--- config.mk ---
export PLATFORM = sky130hd
export DESIGN_NAME = if_fetch_unit
export DESIGN_NICKNAME = d
export VERILOG_FILES = /design/src/rtl/if_fetch_unit.sv
export SDC_FILE = /design/constraint.sdc
export NUM_CORES = 1
export LEC_CHECK = 0
export ABC_AREA = 1
export BUFFER_PORTS_ARGS = -buffer_cell sky130_fd_sc_hd__buf_4
export CORE_ASPECT_RATIO = 1.25
export CORE_MARGIN = 2
export CORE_UTILIZATION = 45
export DETAILED_ROUTE_END_ITERATION = 16
export PLACE_DENSITY = 0.68
export SYNTH_ARGS = -nofsm -noshare
export SYNTH_HDL_FRONTEND = slang
export SYNTH_SLANG_ARGS = --single-unit
--- constraint.sdc ---
create_clock -name Clk -period 2.05 [get_ports Clk]
set_input_delay 0.3075 -clock Clk [delete_from_list [all_inputs] [get_ports Clk]]
set_output_delay 0.3075 -clock Clk [all_outputs]
set_load 0.01 [all_outputs]
--- src/rtl/if_fetch_unit.sv ---
// Instruction-fetch stage: owns the PC, fetches over a req/ack handshake and presents PC/IR
// (or a NOP bubble) to the IF/ID pipeline register.
module if_fetch_unit #(
    parameter logic [31:0] RESET_PC = 32'h0000_0000,
    parameter int unsigned PC_STEP  = 4
) (
    input  logic        Clk,
    input  logic        Rst_n,
    input  logic        Stall,
    input  logic        Redirect,
    input  logic [31:0] Redirect_pc,
    output logic        Imem_req,
    output logic [31:0] Imem_addr,
    input  logic        Imem_ack,
    input  logic [31:0] Imem_rdata,
    output logic [31:0] PC_out,
    output logic [31:0] IR_out,
    output logic        Valid_out,
    output logic        Addr_err
);

    typedef enum logic [1:0] {StFetch, StHold, StDiscard} state_t;

    localparam logic [31:0] Step = 32'(PC_STEP);

    state_t      state;
    logic [31:0] pc;
    logic [31:0] pc_seq;
    logic [31:0] target;

    assign pc_seq = pc + Step;
    assign target = {Redirect_pc[31:2], 2'b00};

    always_ff @(posedge Clk or negedge Rst_n) begin
        if (!Rst_n) begin
            state     <= StFetch;
            pc        <= RESET_PC;
            Imem_req  <= 1'b0;
            Imem_addr <= RESET_PC;
            PC_out    <= 32'h0;
            IR_out    <= 32'h0;
            Valid_out <= 1'b0;
            Addr_err  <= 1'b0;
        end else if (Redirect) begin
            pc        <= target;
            Addr_err  <= Addr_err | (|Redirect_pc[1:0]);
            PC_out    <= 32'h0;
            IR_out    <= 32'h0;
            Valid_out <= 1'b0;
            // An unacknowledged request belongs to the memory: keep it up and drop its data.
            if (Imem_req && !Imem_ack) begin
                state <= StDiscard;
            end else begin
                state     <= StFetch;
                Imem_req  <= 1'b1;
                Imem_addr <= target;
            end
        end else begin
            unique case (state)
                StFetch: begin
                    if (!Imem_req) begin
                        // First cycle out of reset; any ack seen now is stale.
                        Imem_req  <= 1'b1;
                        Imem_addr <= pc;
                    end else if (Imem_ack) begin
                        state     <= StHold;
                        Imem_req  <= 1'b0;
                        Valid_out <= 1'b1;
                        IR_out    <= Imem_rdata;
                        PC_out    <= pc_seq;
                    end
                end
                StHold: begin
                    if (!Stall) begin
                        state     <= StFetch;
                        pc        <= pc_seq;
                        Imem_req  <= 1'b1;
                        Imem_addr <= pc_seq;
                        PC_out    <= 32'h0;
                        IR_out    <= 32'h0;
                        Valid_out <= 1'b0;
                    end
                end
                StDiscard: begin
                    if (Imem_ack) begin
                        state     <= StFetch;
                        Imem_addr <= pc;
                    end
                end
                default: state <= StFetch;
            endcase
        end
    end

endmodule

==> metrics.json, run 1 <==
{
  "outcome": {
    "outcome": "complete, no violations"
  },
  "critical_path": {
    "worst_path_max_delay_cell": "dfrtp_1",
    "crit_top_cell": "nand2_1",
    "crit_type": "reg -> reg",
    "slowest_delay_ps": 380,
    "cp-start-kind": "flip-flop",
    "critPathRequiredTime_ps": 2390,
    "worstSetupEndpointType": "flip-flop",
    "rr_endpoint": "Imem_addr[14]",
    "crit_path_cell_trace": "ha_1, nand2_1, nor2_1, nand2_1, nor2_1, nand2_1, nand3_1, nand3_1, a21oi_1",
    "reg2reg_depth": 9,
    "signal_arrival_time_at_the_worst_endpoint_ps": 2180,
    "regToRegSetupSlack_ps": 210,
    "critical_path.reg2reg.startpoint": "pc[2]",
    "critical_path_peak_fanout": 6
  },
  "die": {
    "die_area_um2": 15600,
    "dieWidth_um": 112,
    "ioPinCount": 168,
    "initial_standard_cell_utilization_of_the_core_pct": 45.8,
    "dieHeight_um": 139,
    "placeableCoreArea_um2": 14300,
    "rows": 49
  },
  "clocking": {
    "numClockSinks": 129,
    "cts_root_buf": "clkbuf_16",
    "postCtsSetupRepairBufs": 0,
    "htree_levels": 4,
    "cts_buffers": 17,
    "clkSlewWorstSetupHoldPaths_ps": 60,
    "clockBufferDepth": 2,
    "clk_latency_ps": 410,
    "tritoncts": "yes"
  },
  "routing": {
    "drt.antenna.violating_nets": 0,
    "drtIter0Drc": 523,
    "firstDrtPassIters": 5,
    "route.final.wire_length_um": 19000,
    "wl_per_cell_um": 15.1,
    "via_per_inst": 5.03,
    "drc_errors": 0,
    "dr_total_vias": 6338
  },
  "place": {
    "placedInstanceArea_um2": 7990,
    "dp.final_hpwl_um": 13400,
    "preCtsSetupSlack_ps": 210,
    "place.detailed.instances": 1226,
    "place.gp.congestion": 0.941,
    "io_buffer_count": 167
  },
  "finish": {
    "num_antenna_cells": 0,
    "design.final.nets": 1139,
    "layout.cells.most_common": "nand2_1",
    "commonest_cells_after_routing_fill_and_taps_aside": "nand2_1, buf_4, dfrtp_1",
    "fill_cell_count": 1390,
    "syn_to_final_growth_pct": 31.2,
    "stdcell_count": 1259,
    "drive_above_1_share_pct": 21.2,
    "post-route-cell-area_um2": 8620
  },
  "sta": {
    "slew_violations": 0,
    "unrepaired_setup_endpoints_after_global_routing": "yes",
    "worstMarginPinSlew_ps": 666,
    "timing.slew.headroom_pct": 55.5,
    "setup-violations-final": 0,
    "timing.setup.tns_ps": 0,
    "hold-worst-slack_ps": 89.4,
    "final.setup_skew_ps": 8.65,
    "post-route-period-util_pct": 89.7,
    "finalWorstPathRequiredPeriod_ps": 1840,
    "worst_slack_ps": 211,
    "hold_violation_count_in_the_final_report": 0,
    "max_freq_mhz": 544
  },
  "run": {
    "maxCapViolCount": 0
  },
  "power_and_ir_drop": {
    "power_density_nw_per_um2": 1140,
    "total_leakage_power_nw": 4.60,
    "ir_drop_mv": 0.565
  },
  "synth": {
    "synth.avg_cell_area_um2": 7.25,
    "synth-seq-area-share_pct": 49.2,
    "synth_seq_cells": 129,
    "total_nets_after_synthesis": 977,
    "synthCells": 906,
    "synth-warning-count": 0,
    "yosysUniqueCellTypes": 29,
    "mappedNetlistArea_um2": 6570
  },
  "min_path": {
    "hp_start": "Imem_rdata[8]",
    "worstHoldPathType": "in -> reg",
    "worstHoldEndpoint": "IR_out[8]",
    "hold-path-cell-count": 3
  },
  "grt": {
    "antenna_found_initial": 0,
    "global_route_wire_length_before_repair_um": 31500,
    "via_count_of_the_first_global_routing_pass": 6220,
    "grt_max_degree": 50,
    "remaining_global_route_overflow": 0,
    "grt_usage_pct": 25.0
  }
}
power by group:
part	switching [mW]	internal (mW)	total [mW]
registers	0.487	3.18	3.67
clock network	1.16	1.94	3.11
logic	1.78	1.30	3.08
what timing repair did:
item,in CTS,in global routing
hold buffers,1,0
endpoints found under the hold margin,32,0
gates resized for setup,0,3
setup endpoints to repair,0,3
worst max-delay path: cells and delay by family (launching register included):
family                   cells  cell delay, ps
AND/OR/NAND/NOR              7            1010
AO/OA/AOI/OAI                1             160
adder cells (fa/ha/maj)      1             220
flip-flops                   1             380
synth_stat cells (all sizes together):
cell type | instances | area [µm²]
buf | 25 | 148
a22oi | 14 | 105
nor2 | 111 | 427
dfrtp | 129 | 3230
nor3 | 1 | 5.00
clkbuf | 15 | 56.3
o22ai | 1 | 6.26
xnor2 | 5 | 43.8
o21ai | 29 | 156
o211ai | 1 | 7.51
a21oi | 61 | 309
inv | 63 | 236
o21a | 2 | 15.0
nand3b | 2 | 15.0
a31oi | 5 | 31.3
xor2 | 2 | 17.5
nand2 | 373 | 1400
and2 | 2 | 12.5
ha | 2 | 25.0
o21bai | 1 | 7.51
nand3 | 62 | 310
metrics by stage:
step	total power [mW]	util (%)
6_report	9.86	60.1
5_1_grt	10.5	60.1
4_1_cts	9.93	60.0
3_5_place_dp	6.80	55.7
3_3_place_gp	6.76	55.7
2_1_floorplan	5.29	-
worst max path at each step:
stage / from / end / cells past startpoint
after floorplan: state[0] / Imem_addr[2] / 9
after global placement: pc[3] / pc[18] / 9
after detailed placement: pc[2] / pc[26] / 9
after CTS: pc[2] / PC_out[26] / 9
after global routing: pc[3] / pc[26] / 9
final: pc[2] / Imem_addr[14] / 9
registers in the layout, summed over array words and instances, names as in the netlist:
| name | cells |
|---|---|
| Addr_err | 1 |
| IR_out | 32 |
| Imem_addr | 31 |
| Imem_req | 1 |
| PC_out | 31 |
| Valid_out | 1 |
| pc | 30 |
| state | 2 |
cell type report:
| type | count | area (µm²) | share of cell area [%] |
|---|---|---|---|
| timing repair buffer | 183 | 1410 | 16.4 |
| tap | 178 | 223 | 2.58 |
| sequential | 129 | 3230 | 37.5 |
| clock buffer | 19 | 443 | 5.14 |
| inverter | 63 | 236 | 2.74 |
| clock inverter | 13 | 163 | 1.89 |
| multi-input combinational | 674 | 2910 | 33.8 |
cells by family (layout without fill, tap and decap cells):
logic type      after synthesis  count (layout)  share of synthesized area (%)
simple gates                551             551                           33.1
flops                       129             129                           49.2
compound gates              114             114                           9.72
buf+inv                     103             278                           6.71
xor+xnor                      7               7                          0.934
fa+ha+maj                     2               2                          0.381
per-layer routing:
layer / global-route usage (%) / wire (µm) / vias to the layer above
met5: 0 / 0 / -
met4: 6.42 / 250 / 0
met3: 4.94 / 1200 / 22
met2: 39.8 / 8830 / 234
met1: 35.4 / 8750 / 2898
li1: - / - / 3184
No activity file was read; power rests on OpenSTA's default activity.
==> inputs of run 2 (changes only) <==
--- a/config.mk
+++ b/config.mk
@@ -6,12 +6,12 @@
 export NUM_CORES = 1
 export LEC_CHECK = 0
 export ABC_AREA = 1
-export BUFFER_PORTS_ARGS = -buffer_cell sky130_fd_sc_hd__buf_4
 export CORE_ASPECT_RATIO = 1.25
 export CORE_MARGIN = 2
 export CORE_UTILIZATION = 45
 export DETAILED_ROUTE_END_ITERATION = 16
-export PLACE_DENSITY = 0.68
+export DONT_BUFFER_PORTS = 1
+export PLACE_DENSITY = 0.58
 export SYNTH_ARGS = -nofsm -noshare
 export SYNTH_HDL_FRONTEND = slang
 export SYNTH_SLANG_ARGS = --single-unit
==> metrics.json, run 2 (same netlist as run 1, synthesis figures left out) <==
{
  "sta": {
    "max_freq": {"value": 531, "unit": "MHz", "change": "-2.3%"},
    "post-route-period-util": {"value": 91.8, "unit": "%", "change": "+2.1 points"},
    "hold_violation_count_in_the_final_report": {"value": 129, "change": "+129"},
    "timing.slew.headroom": {"value": 59.1, "unit": "%", "change": "+3.6 points"},
    "finalWorstPathRequiredPeriod": {"value": 1880, "unit": "ps", "change": "+42.9 ps"},
    "worst_slack": {"value": 168, "unit": "ps", "change": "-42.9 ps"},
    "worstMarginPinSlew": {"value": 612, "unit": "ps", "change": "-54.2 ps"},
    "setup-violations-final": {"value": 0, "change": "unchanged"},
    "final.setup_skew": {"value": 8.09, "unit": "ps", "change": "-0.567 ps"},
    "slew_violations": {"value": 0, "change": "unchanged"},
    "hold-worst-slack": {"value": -416, "unit": "ps", "change": "-505 ps"},
    "unrepaired_setup_endpoints_after_global_routing": "yes"
  },
  "clocking": {
    "numClockSinks": {"value": 129, "change": "unchanged"},
    "cts_root_buf": "clkbuf_16",
    "clkSlewWorstSetupHoldPaths": {"value": 60, "unit": "ps", "change": "about the same"},
    "htree_levels": {"value": 4, "change": "unchanged"},
    "clk_latency": {"value": 420, "unit": "ps", "change": "about the same"},
    "tritoncts": "yes",
    "clockBufferDepth": {"value": 2, "change": "unchanged"},
    "ctsHoldBuffers": {"value": 24, "change": "+23"},
    "cts_buffers": {"value": 17, "change": "unchanged"},
    "postCtsSetupRepairBufs": {"value": 0, "change": "unchanged"}
  },
  "power_and_ir_drop": {
    "power_switching": {"value": 3.26, "unit": "mW", "change": "-4.9%"},
    "clock_power_share": {"value": 34.4, "unit": "%", "change": "+2.9 points"},
    "intPower": {"value": 5.78, "unit": "mW", "change": "-10%"},
    "total_leakage_power": {"value": 3.87, "unit": "nW", "change": "-16%"},
    "power_frac_comb": {"value": 21.6, "unit": "%", "change": "-9.7 points"},
    "power_density": {"value": 1190, "unit": "nW/µm²", "change": "+3.9%"},
    "ir_drop": {"value": 0.725, "unit": "mV", "change": "+28%"},
    "sequentialPowerShare": {"value": 44.0, "unit": "%", "change": "+6.8 points"},
    "p_sw_share": {"value": 36.1, "unit": "%", "change": "+1.3 points"}
  },
  "routing": {
    "drt.antenna.violating_nets": {"value": 0, "change": "unchanged"},
    "drtIter0Drc": {"value": 463, "change": "-11%"},
    "via_per_inst": {"value": 5.27, "change": "+4.7%"},
    "wl_per_cell": {"value": 17.2, "unit": "µm", "change": "+14%"},
    "firstDrtPassIters": {"value": 5, "change": "unchanged"},
    "route.final.wire_length": {"value": 19200, "unit": "µm", "change": "+0.95%"},
    "dr_total_vias": {"value": 5877, "change": "-7.3%"},
    "drc_errors": {"value": 0, "change": "unchanged"}
  },
  "finish": {
    "syn_to_final_growth_pct": 15.8,
    "layout.cells.most_common": "nand2_1",
    "fill_cell_count": {"value": 1390, "change": "unchanged"},
    "drive_above_1_share": {"value": 7.04, "unit": "%", "change": "-14 points"},
    "regMostFlops": "IR_out",
    "biggestRegsByFlops": "IR_out x32, Imem_addr x31, PC_out x31",
    "num_antenna_cells": {"value": 0, "change": "unchanged"},
    "commonest_cells_after_routing_fill_and_taps_aside": "nand2_1, dfrtp_1, nor2_1",
    "largest_reg_flops": {"value": 32, "change": "unchanged"},
    "design.final.nets": {"value": 995, "change": "-13%"}
  },
  "critical_path": {
    "critical_path_peak_fanout": {"value": 7, "change": "+1"},
    "crit_type": "reg -> reg",
    "signal_arrival_time_at_the_worst_endpoint": {"value": 2180, "unit": "ps", "change": "about the same"},
    "cp-start-kind": "flip-flop",
    "worstSetupEndpointType": "flip-flop",
    "critPathRequiredTime": {"value": 2350, "unit": "ps", "change": "-40 ps"}
  },
  "die": {
    "die_area": {"value": 15600, "unit": "µm²", "change": "unchanged"},
    "dieWidth": {"value": 112, "unit": "µm", "change": "unchanged"},
    "dieHeight": {"value": 139, "unit": "µm", "change": "unchanged"},
    "initial_standard_cell_utilization_of_the_core": {"value": 45.8, "unit": "%", "change": "unchanged"},
    "ioPinCount": {"value": 168, "change": "unchanged"},
    "placeableCoreArea": {"value": 14300, "unit": "µm²", "change": "unchanged"},
    "rows": {"value": 49, "change": "unchanged"}
  },
  "outcome": {
    "failing_checks": "negative hold slack",
    "outcome": "finished, violations left"
  },
  "grt": {
    "global_route_wire_length_before_repair": {"value": 30800, "unit": "µm", "change": "-2.3%"},
    "via_count_of_the_first_global_routing_pass": {"value": 5851, "change": "-5.9%"},
    "grt_max_degree": {"value": 130, "change": "+160%"},
    "antenna_found_initial": {"value": 1, "change": "+1"},
    "globalRouteMet3Util": {"value": 5.90, "unit": "%", "change": "+0.96 points"},
    "groute.layer.met1.usage": {"value": 35.3, "unit": "%", "change": "-0.057 points"},
    "grt-busiest-layer": "met2",
    "remaining_global_route_overflow": {"value": 0, "change": "unchanged"},
    "grt_usage": {"value": 25.1, "unit": "%", "change": "+0.13 points"},
    "groute.layer.met2.usage": {"value": 38.8, "unit": "%", "change": "-0.96 points"}
  },
  "place": {
    "preCtsSetupSlack": {"value": 55.5, "unit": "ps", "change": "-155 ps"},
    "dp.final_hpwl": {"value": 13200, "unit": "µm", "change": "-1.7%"},
    "io_buffer_count": {"value": 0, "change": "-100%"},
    "place.gp.congestion": {"value": 0.907, "change": "-3.6%"}
  },
  "min_path": {
    "worstHoldPathType": "in -> async"
  },
  "run": {
    "maxCapViolCount": {"value": 0, "change": "unchanged"}
  }
}
[run 2: cell types whose count changed in the layout (fill, tap and decap cells not counted), sizes merged]
cell         previous run  this run
clkinv                  7         5
dlygate4sd3             1        24
buf                   182        15
clkbuf                 19        17
inv                    63        67
[run 2: power by group through the flow]
stage / Sequential, mW / Clock, mW / Combinational [mW]
final: 3.98 / 3.11 / 1.95
after global routing: 4.07 / 3.28 / 2.22
after CTS: 3.98 / 3.18 / 1.95
after detailed placement: 4.02 / 0 / 1.90
after global placement: 4.01 / 0 / 1.85
after floorplan: 3.83 / 0 / 1.45
[run 2: area by class of cell]
type	count	area, µm²	area share (%)
Clock buffer	17	425	5.60
Clock inverter	15	180	2.37
Inverter	63	239	3.14
Multi-Input combinational cell	674	2920	38.4
Sequential cell	129	3230	42.5
Tap cell	178	223	2.93
Timing Repair Buffer	39	390	5.13
[run 2: timing repair]
action                     CTS  global route
hold endpoints to repair   153           129
setup endpoints to repair    0            72
resized for setup            0             8
[run 2: critical path, stage by stage, from the launching register on]
cell	delay, ps
dfrtp_1	410
ha_1	240
nand2_1	70
nor2_1	190
nand2_2	180
nor2_4	250
nand2_1	100
nand2_1	70
nand3_1	60
nand2_1	120
a21oi_1	80
[run 2: final timing paths]
kind,startpoint,to,slack [ps],cells past startpoint
max in group asynchronous,Rst_n,pc[21],2140,0
min in group Clk,Imem_rdata[16],IR_out[16],20,2
max,pc[3],Imem_addr[22],170,10
min,Rst_n,IR_out[15],-420,0
min reg2reg,IR_out[23],IR_out[23],550,2
max reg2reg,pc[3],Imem_addr[22],170,10
[run 2: stage by stage]
step	total power, mW	cells	area [µm²]	utilization (%)	TNS, ps
after CTS	9.11	1115	7580	52.9	0
after global routing	9.58	1115	7600	53.0	-14.3
after detailed placement	5.92	1059	6740	47.0	0
final	9.04	1115	7600	53.0	0
after floorplan	5.29	906	6570	-	0
after global placement	5.86	1059	6740	47.0	0
[run 2: layer usage]
metal  wire [µm]  vias to the layer above
met3        1510                       18
met2        8600                      230
li1            -                     2895
met5           0                        -
met4         274                        0
met1        8830                     2734
